### config.mk
export PLATFORM = sky130hd
export DESIGN_NAME = pipe_reg_chain
export DESIGN_NICKNAME = d
export VERILOG_FILES = /design/src/rtl/noc_pkg.sv /design/src/rtl/pipe_stage.sv /design/src/rtl/pipe_reg_chain.sv
export SDC_FILE = /design/constraint.sdc
export NUM_CORES = 1
export LEC_CHECK = 0
export BUFFER_PORTS_ARGS = -buffer_cell sky130_fd_sc_hd__buf_2
export CAP_MARGIN = 10
export CORE_MARGIN = 8
export CORE_UTILIZATION = 50
export CTS_CLUSTER_SIZE = 16
export DETAILED_ROUTE_END_ITERATION = 8
export GPL_TIMING_DRIVEN = 0
export PLACE_DENSITY = 0.83
export SYNTH_ARGS = -nofsm -noshare
export SYNTH_HDL_FRONTEND = slang
export SYNTH_SLANG_ARGS = --single-unit
### constraint.sdc
create_clock -name clk -period 3.6 [get_ports clk]
set_input_delay 0.36 -clock clk [delete_from_list [all_inputs] [get_ports clk]]
set_output_delay 0.36 -clock clk [all_outputs]
set_load 0.05 [all_outputs]
### src/rtl/noc_pkg.sv
// Shared constants and helpers for the NoC datapath staging blocks.
// Latency: none (package only).
// Backpressure: not applicable.
package noc_pkg;

    // Default per-bit value of stage data registers on reset (all zeros).
    localparam logic RESET_BIT = 1'b0;

    // Ceiling log2, used to size counters that must hold the value n-1.
    function automatic int clog2(input int n);
        int r;
        r = 0;
        for (int i = 0; i < 31; i++) begin
            if ((1 << i) < n) begin
                r = i + 1;
            end
        end
        return r;
    endfunction

endpackage

### src/rtl/pipe_stage.sv
// One elastic pipeline slot: valid flop plus load-enabled data flop.
// Latency: 1 clock from src to v_out/d_out when the stage advances.
// Backpressure: rdy_out = ~v_out | nxt_ready, so an empty slot always accepts.
module pipe_stage
    import noc_pkg::*;
#(
    parameter int               WIDTH     = 8,
    parameter logic [WIDTH-1:0] RESET_VAL = {WIDTH{RESET_BIT}}
) (
    input  logic             clk,
    input  logic             reset,
    input  logic             flush,
    input  logic             src_valid,
    input  logic [WIDTH-1:0] src_data,
    input  logic             nxt_ready,
    output logic             rdy_out,
    output logic             v_out,
    output logic [WIDTH-1:0] d_out
);

    // A slot can take new content if it is empty or its content moves on.
    assign rdy_out = ~v_out | nxt_ready;

    // Valid bit: flush wins over any advance; otherwise follow the source when moving.
    always_ff @(posedge clk or negedge reset) begin
        if (!reset) begin
            v_out <= 1'b0;
        end else if (flush) begin
            v_out <= 1'b0;
        end else if (rdy_out) begin
            v_out <= src_valid;
        end
    end

    // Data only loads real items; bubbles leave the register untouched.
    always_ff @(posedge clk or negedge reset) begin
        if (!reset) begin
            d_out <= RESET_VAL;
        end else if (!flush && rdy_out && src_valid) begin
            d_out <= src_data;
        end
    end

endmodule

### src/rtl/pipe_reg_chain.sv
// Elastic register pipeline of DEPTH handshaked stages with bubble collapse and flush.
// Latency: DEPTH clocks from input presentation to out_data on an empty, unstalled pipe.
// Backpressure: ready ripples combinationally from out_ready; any empty stage lets input in.
module pipe_reg_chain
    import noc_pkg::*;
#(
    parameter int               WIDTH     = 8,
    parameter int               DEPTH     = 2,
    parameter logic [WIDTH-1:0] RESET_VAL = {WIDTH{RESET_BIT}},
    localparam int              OCC_W     = clog2(DEPTH + 1)
) (
    input  logic             clk,
    input  logic             reset,
    input  logic             flush,
    input  logic             in_valid,
    input  logic [WIDTH-1:0] in_data,
    output logic             in_ready,
    output logic             out_valid,
    output logic [WIDTH-1:0] out_data,
    input  logic             out_ready,
    output logic [OCC_W-1:0] occupancy
);

    logic [DEPTH:0]   rdy;
    logic [DEPTH-1:0] v;
    logic [WIDTH-1:0] d [DEPTH];
    logic [OCC_W-1:0] occ;

    assign rdy[DEPTH] = out_ready;

    for (genvar i = 0; i < DEPTH; i++) begin : g_stage
        logic             src_v;
        logic [WIDTH-1:0] src_d;

        if (i == 0) begin : g_head
            assign src_v = in_valid;
            assign src_d = in_data;
        end else begin : g_body
            assign src_v = v[i-1];
            assign src_d = d[i-1];
        end

        pipe_stage #(
            .WIDTH     (WIDTH),
            .RESET_VAL (RESET_VAL)
        ) u_stage (
            .clk       (clk),
            .reset     (reset),
            .flush     (flush),
            .src_valid (src_v),
            .src_data  (src_d),
            .nxt_ready (rdy[i+1]),
            .rdy_out   (rdy[i]),
            .v_out     (v[i]),
            .d_out     (d[i])
        );
    end

    // Flush blocks acceptance so the flushed cycle never swallows an input.
    assign in_ready  = rdy[0] & ~flush;
    assign out_valid = v[DEPTH-1];
    assign out_data  = d[DEPTH-1];

    // Occupancy is a plain popcount of the stage valid bits.
    always_comb begin
        occ = '0;
        for (int i = 0; i < DEPTH; i++) begin
            occ = occ + OCC_W'(v[i]);
        end
    end

    assign occupancy = occ;

endmodule

# Yosys cells after proc, flatten, opt, wreduce, memory -nomap -nowiden
# Index checks and enable logic that the tools add are counted.
# op_classes
n_mux	4
addsub	1
reduce_logical	7
bitwise_logic	6
# ops
cell	count
logical AND 1 bit	4
2-to-1 mux 1 bit	4
nonzero test 2 bit	2
inverter 1 bit	3
adder 1 x 1 -> 2 bit	1
OR 1 bit	2
bitwise AND 1 bit	1
zero test 1 bit	1
# word_totals
wordCells	22
reg_bits	18
out_inout_bits	12
inputBits	13

# Longest topological paths before layout
# Gate-level depths: netlist of the first run.
# depth
depth_word	5
mapped_depth	4
ltp_nobuf	3

# By module
# Synthesis of the first run repeated with hierarchy kept, for this count alone.
# unflattened
hier_cells	46
area_unflattened_um2	744.5
# by_module_without_submodules
module	cells_each	seq_area_each_um2	area_per_inst_um2	n_inst
pipe_stage	22	225.2	359.1	2
pipe_reg_chain	2	0.0	26.3	1

# Worst setup path after synthesis of the first run
# OpenSTA, ideal clock, no wires.
# synth_timing
path_type	register to output
from	register g_stage[1].u_stage.v_out
to	output port in_ready
n_path_buf	0
stages_incl_launch_ff	3
required_time_ns	3.240
setup_slack_ns	1.741
arrival_ns	1.499
cell_sequence	dfrtp_1 -> and3b_1 -> nor2_1
# synth_via
elab_chain_cells	4
# synth_lines
item	line_no	source
start, declared	pipe_stage.sv:17	output logic v_out,
start signal, assigned	pipe_stage.sv:31	v_out <= src_valid;
inverter 1 bit	pipe_stage.sv:22	assign rdy_out = ~v_out | nxt_ready;
OR 1 bit (2 in a row)	pipe_stage.sv:22	
bitwise AND 1 bit	pipe_reg_chain.sv:60	assign in_ready = rdy[0] & ~flush;
end, declared	pipe_reg_chain.sv:17	output logic in_ready,
# Every way passes these cells.

# Worst setup path in the final report of the first run
# Ends and elaborated chain as after synthesis.

==> results.yml, run 1 <==
status:
  status: "finished, final reports clean"
logic_synthesis:
  synth.distinct_cells: 12
  synthTopCellsByCount: "dfrtp_1, mux2_2, mux2_4"
  synth.most_common_cell: "dfrtp_1"
  postSynthCellCount: 47
  synth_area_um2: 742
  synth-seq-area-share_pct: 60.7
  avgSynthCellArea_um2: 15.8
  synth_seq_cells: 18
  synthArstFlopShare_pct: 100
  synth_nets: 61
  synth_area_leaders: "dfrtp_1, mux2_4, mux2_2"
  yosysWarnings: 0
  synth-edff-count: 0
  synth_top_area_share_pct: 60.7
  synth_flop_cell: "dfrtp_1"
  synth_top_cell_by_area: "dfrtp_1"
critical_path:
  critPathMaxStageDelay_ps: 440
  worst_ep_required_time_ps: 3240
  path_max_fanout: 5
  worstSetupPathType: "reg -> out"
  r2r_cells: 4
  crit_family: "flip-flops"
  r2r_start: "g_stage[1].u_stage.v_out"
  path_depth: 3
  worstReg2RegEnd: "g_stage[0].u_stage.d_out[7]"
  critical_path.startpoint: "g_stage[1].u_stage.v_out"
  r2r_slack_ps: 2030
  worstPathCellList: "and3b_1 > nor2_1 > buf_2"
  path_buf_inv: 1
  end_kind: "output port"
  cp_slowest_cell: "dfrtp_1"
  worstPathArrival_ps: 1300
  endpoint: "in_ready"
  start_kind: "flip-flop"
min_path:
  hp-class: "in -> reg"
placed_design:
  portBuffers: 24
  place_area_um2: 882
  gp_congestion: 0.718
  dp_cells: 87
  post-place-ws_ps: 2020
timing:
  setup_viol: 0
  worst_pin_slew_ps: 438
  layout_setup_ws_ps: 1940
  period_minus_slack_ps: 1660
  final_max_slew_viol_count: 0
  fmax_ghz: 0.602
  final_hold_viol_count: 0
  worst_clock_skew_ps: 2.75
  finalCritPeriodShare_pct: 46.2
  setup_tns_ps: 0
  maxSlewHeadroom_pct: 70.8
  whs_ps: 276
  rsz0062_at_grt: "no"
finish:
  multiInputGateArea_um2: 269
  regArea_um2: 450
  instances_no_fill: 91
  final_nets: 91
  finalInstanceArea_um2: 915
  antenna_cells: 0
  layout-drive-gt1-share_pct: 58.7
  n_fill_cell: 128
  syn_to_final_growth_pct: 23.3
power:
  ir_drop_mv: 0.247
  cellLeakagePower_nw: 0.486
  power_density_nw_per_um2: 626
clock_tree:
  cts_resized: 0
  clk_latency_ps: 290
  h-tree-depth: 1
  cts_root_buf: "clkbuf_4"
  clockBufferDepth: 2
  cts_sinks: 18
  numCtsBuffers: 3
  clkTransAtPathRegs_ps: 90
  cts_tree: "built"
  hold_buffers: 1
  post-cts-setup-buffers: 0
floorplan:
  fp.dieW_um: 54.5
  die_area_um2: 2970
  num_io_pins: 25
  coreArea_um2: 1450
  start_util_pct: 51.0
  num_rows: 14
  die_y_um: 54.5
grt:
  overflow: 0
  grt_pass1_vias: 533
  grt_pass1_wl_mm: 2.26
  antenna_found_initial: 0
  grt_max_degree: 19
  grt_use_total_pct: 10.8
route:
  finalWirelength_mm: 1.38
  first_iter_violations: 8
  ant_nets: 0
  firstDrtPassIters: 3
  routedWlPerCell_um: 15.2
  vias: 466
  via_per_inst: 5.12
  route.detailed.drc: 0
run:
  drv_cap: 0
## where the power goes
group          total [mW]  switching, mW  internal (mW)
registers           0.263         0.0192          0.244
clock network      0.0970         0.0581         0.0389
logic               0.213          0.144         0.0686
## worst min-delay path by stage
stage	startpoint	endpoint	slack, ps	cells after the start
finish	flush	g_stage[1].u_stage.v_out	280	2
CTS	flush	g_stage[1].u_stage.v_out	270	2
floorplan	reset	g_stage[0].u_stage.d_out[0]	60	0
global placement	reset	g_stage[1].u_stage.d_out[2]	290	1
global route	flush	g_stage[1].u_stage.v_out	280	2
detailed placement	reset	g_stage[0].u_stage.d_out[2]	300	1
## kinds of logic after synthesis
family,share of synthesized area [%]
buf+inv,3.04
mux,28.3
simple gates,4.38
compound gates,1.85
fa+ha+maj,1.69
flops,60.7
## metrics by stage
| stage | total power, mW | utilization (%) |
|---|---|---|
| floorplan | 0.428 | - |
| global placement | 0.475 | 60.7 |
| detailed placement | 0.481 | 60.7 |
| CTS | 0.581 | 62.9 |
| global route | 0.603 | 62.9 |
| finish | 0.573 | 62.9 |
## layout make-up
type	count	share of cell area (%)
multi-input cells	25	29.4
repair buffers	25	14.2
clock buffers	3	2.46
plain buffers	2	1.64
well taps	16	2.19
inverters	2	0.821
flip-flops and latches	18	49.2
## cell usage in the layout (no fill, tap or decap)
cell / synthesis / final
a211o_1: 1 / 1
a21oi_1: 1 / 1
and3b_1: 1 / 1
buf_2: 0 / 24
buf_6: 1 / 1
clkbuf_1: 1 / 1
clkbuf_4: 0 / 3
dfrtp_1: 18 / 18
dlygate4sd3_1: 0 / 1
ha_1: 1 / 1
inv_1: 2 / 2
mux2_2: 8 / 8
mux2_4: 8 / 8
nor2_1: 4 / 4
or3b_1: 1 / 1
## metal layers
| metal | up-vias | GRT usage [%] | routed length (um) |
|---|---|---|---|
| met5 | - | 0 | 0 |
| met4 | 0 | 7.38 | 34 |
| met3 | 5 | 2.72 | 102 |
| met2 | 14 | 20.8 | 760 |
| met1 | 226 | 9.56 | 486 |
| li1 | 221 | - | - |
## flip-flops by register name, summed over array words and instances, names as in the netlist
signal                 count
g_stage.u_stage.d_out     16
g_stage.u_stage.v_out      2
Note: power is estimated with default switching activity, not from simulation.
==> run 2: changes to the inputs <==
Settings changed: CORE_UTILIZATION 50 to 47, PLACE_DENSITY 0.83 to 0.79.
Clock period 3.6 ns to 1.7 ns, I/O delays scaled along.
==> run 2 against run 1 <==
  * Flip-flop and latch count is the same
  * Utilization is 0.47 points lower
  * First-iteration DRC count fell by 100%
  * Die area is 4.5% higher
  * Design area increased by 1.6%
  * Sequential share of layout area fell by 0.66 points
  * Wire length shrank 7.7%
  * Non-clock buffer count stayed put
  * Via count unchanged
  * Clock power grew to 2.6 times the previous value
  * Power rose by 120%
  * Global-route usage down 1.5 points
  * Critical path type is now reg -> reg
  * Largest power group unchanged
==> results.yml, run 2 (synthesis gave the netlist of run 1 again) <==
clock_tree:
  post-cts-setup-buffers: 0
  h-tree-depth: 1
  hold_buffers: 1
  numCtsBuffers: 3
  cts_root_buf: "clkbuf_4"
  clockBufferDepth: 2
  cts_sinks: 18
  cts_tree: "built"
  cts_resized: 0
  clk_latency_ps: 280
  clkTransAtPathRegs_ps: 90
status:
  status: "finished, final reports clean"
route:
  first_iter_violations: 0
  routedWlPerCell_um: 13.9
  vias: 466
  ant_nets: 0
  route.detailed.drc: 0
  via_per_inst: 5.07
  finalWirelength_mm: 1.28
  firstDrtPassIters: 1
power:
  power_density_nw_per_um2: 1350
  p_clk_share_pct: 20.0
  ir_drop_mv: 0.682
  intPower_mw: 0.792
  swShare_pct: 36.9
  combPwrFrac_pct: 35.5
  cellLeakagePower_nw: 0.492
  switchingPower_mw: 0.462
  p_seq_share_pct: 44.4
  p_total_mw: 1.25
timing:
  worst_clock_skew_ps: 0.500
  final_hold_viol_count: 0
  rsz0062_at_grt: "no"
  period_minus_slack_ps: 1570
  setup_viol: 0
  worst_pin_slew_ps: 436
  setup_tns_ps: 0
  maxSlewHeadroom_pct: 70.9
  finalCritPeriodShare_pct: 92.6
  final_max_slew_viol_count: 0
  fmax_ghz: 0.635
  layout_setup_ws_ps: 126
finish:
  top_register: "g_stage.u_stage.d_out"
  final_common_cell: "buf_2"
  finalInstanceArea_um2: 930
  n_fill_cell: 123
  regArea_um2: 452
  final_nets: 91
  largest_reg_flops: 16
  syn_to_final_growth_pct: 25.3
  antenna_cells: 0
  top_regs: "g_stage.u_stage.d_out x16, g_stage.u_stage.v_out x2"
  layout-drive-gt1-share_pct: 60.5
  multiInputGateArea_um2: 269
  instances_no_fill: 92
  final_cell_mix: "buf_2, dfrtp_1, mux2_4, mux2_2, nor2_1"
critical_path:
  r2r_start: "g_stage[1].u_stage.v_out"
  start_kind: "flip-flop"
  path_max_fanout: 8
  worstSetupPathType: "reg -> reg"
  end_kind: "flip-flop"
  worst_ep_required_time_ps: 1880
  critical_path.startpoint: "g_stage[1].u_stage.v_out"
  worstPathArrival_ps: 1750
grt:
  antenna_found_initial: 0
  grt_pass1_vias: 496
  grt_use_total_pct: 9.32
  grt_pass1_wl_mm: 2.33
  overflow: 0
  grt_max_degree: 19
placed_design:
  dp_cells: 87
  gp_congestion: 0.713
  place_hpwl_um: 989
  post-place-ws_ps: 141
  portBuffers: 24
  place_area_um2: 883
floorplan:
  die_y_um: 55.7
  die_area_um2: 3110
  num_io_pins: 25
  coreArea_um2: 1490
  num_rows: 14
  fp.dieW_um: 55.7
  start_util_pct: 49.8
run:
  drv_cap: 0
min_path:
  hp-class: "in -> reg"
  min_from: "flush"
[run 2: cell count changes in the layout (fill, tap and decap cells not counted)]
| cell | delta |
|---|---|
| dfrtp_2 | +1 |
| dfrtp_1 | -1 |
| clkbuf_8 | +1 |
[run 2: critical path, stage by stage, from the launching register on]
cell and delay, ps:
dfrtp_2 440, and3b_1 200, or3b_1 360, buf_6 160, mux2_4 300
[run 2: layout make-up]
type / instances / share of cell area (%)
inverter: 2 / 0.808
timing repair buffer: 25 / 14.0
buffer: 2 / 1.62
multi-input combinational: 25 / 28.9
tap: 16 / 2.15
sequential: 18 / 48.6
clock buffer: 4 / 3.90
[run 2: per-stage QoR]
| step | hold slack (ps) | utilization [%] |
|---|---|---|
| after CTS | 67.6 | 62.4 |
| after floorplan | -126 | - |
| final | 83.9 | 62.4 |
| after global routing | 82.7 | 62.4 |
| after global placement | 107 | 59.3 |
| after detailed placement | 117 | 59.3 |
[run 2: metal layers]
metal | global-route usage, % | wire [um] | up-vias
li1 | - | - | 220
met1 | 9.93 | 517 | 230
met2 | 15.2 | 663 | 14
met3 | 3.65 | 73 | 2
met4 | 5.28 | 21 | 0
met5 | 0 | 0 | -
[run 2: path summary, 6_finish.rpt]
| check | depth (start not counted) | slack [ps] | to |
|---|---|---|---|
| hold reg to reg | 1 | 500 | g_stage[1].u_stage.d_out[4] |
| hold / removal | 2 | 80 | g_stage[1].u_stage.v_out |
| max in group asynchronous | 2 | 1090 | g_stage[1].u_stage.v_out |
| setup reg to reg | 4 | 130 | g_stage[0].u_stage.d_out[2] |
| min in group asynchronous | 2 | 320 | g_stage[1].u_stage.d_out[4] |
| setup / recovery | 4 | 130 | g_stage[0].u_stage.d_out[2] |
[run 2: power groups by stage]
| stage | Combinational, mW | Clock [mW] | Sequential [mW] |
|---|---|---|---|
| after global placement | 0.444 | 0 | 0.565 |
| after CTS | 0.452 | 0.264 | 0.559 |
| after global routing | 0.471 | 0.283 | 0.571 |
| after detailed placement | 0.450 | 0 | 0.568 |
| after floorplan | 0.132 | 0 | 0.775 |
| final | 0.445 | 0.251 | 0.558 |
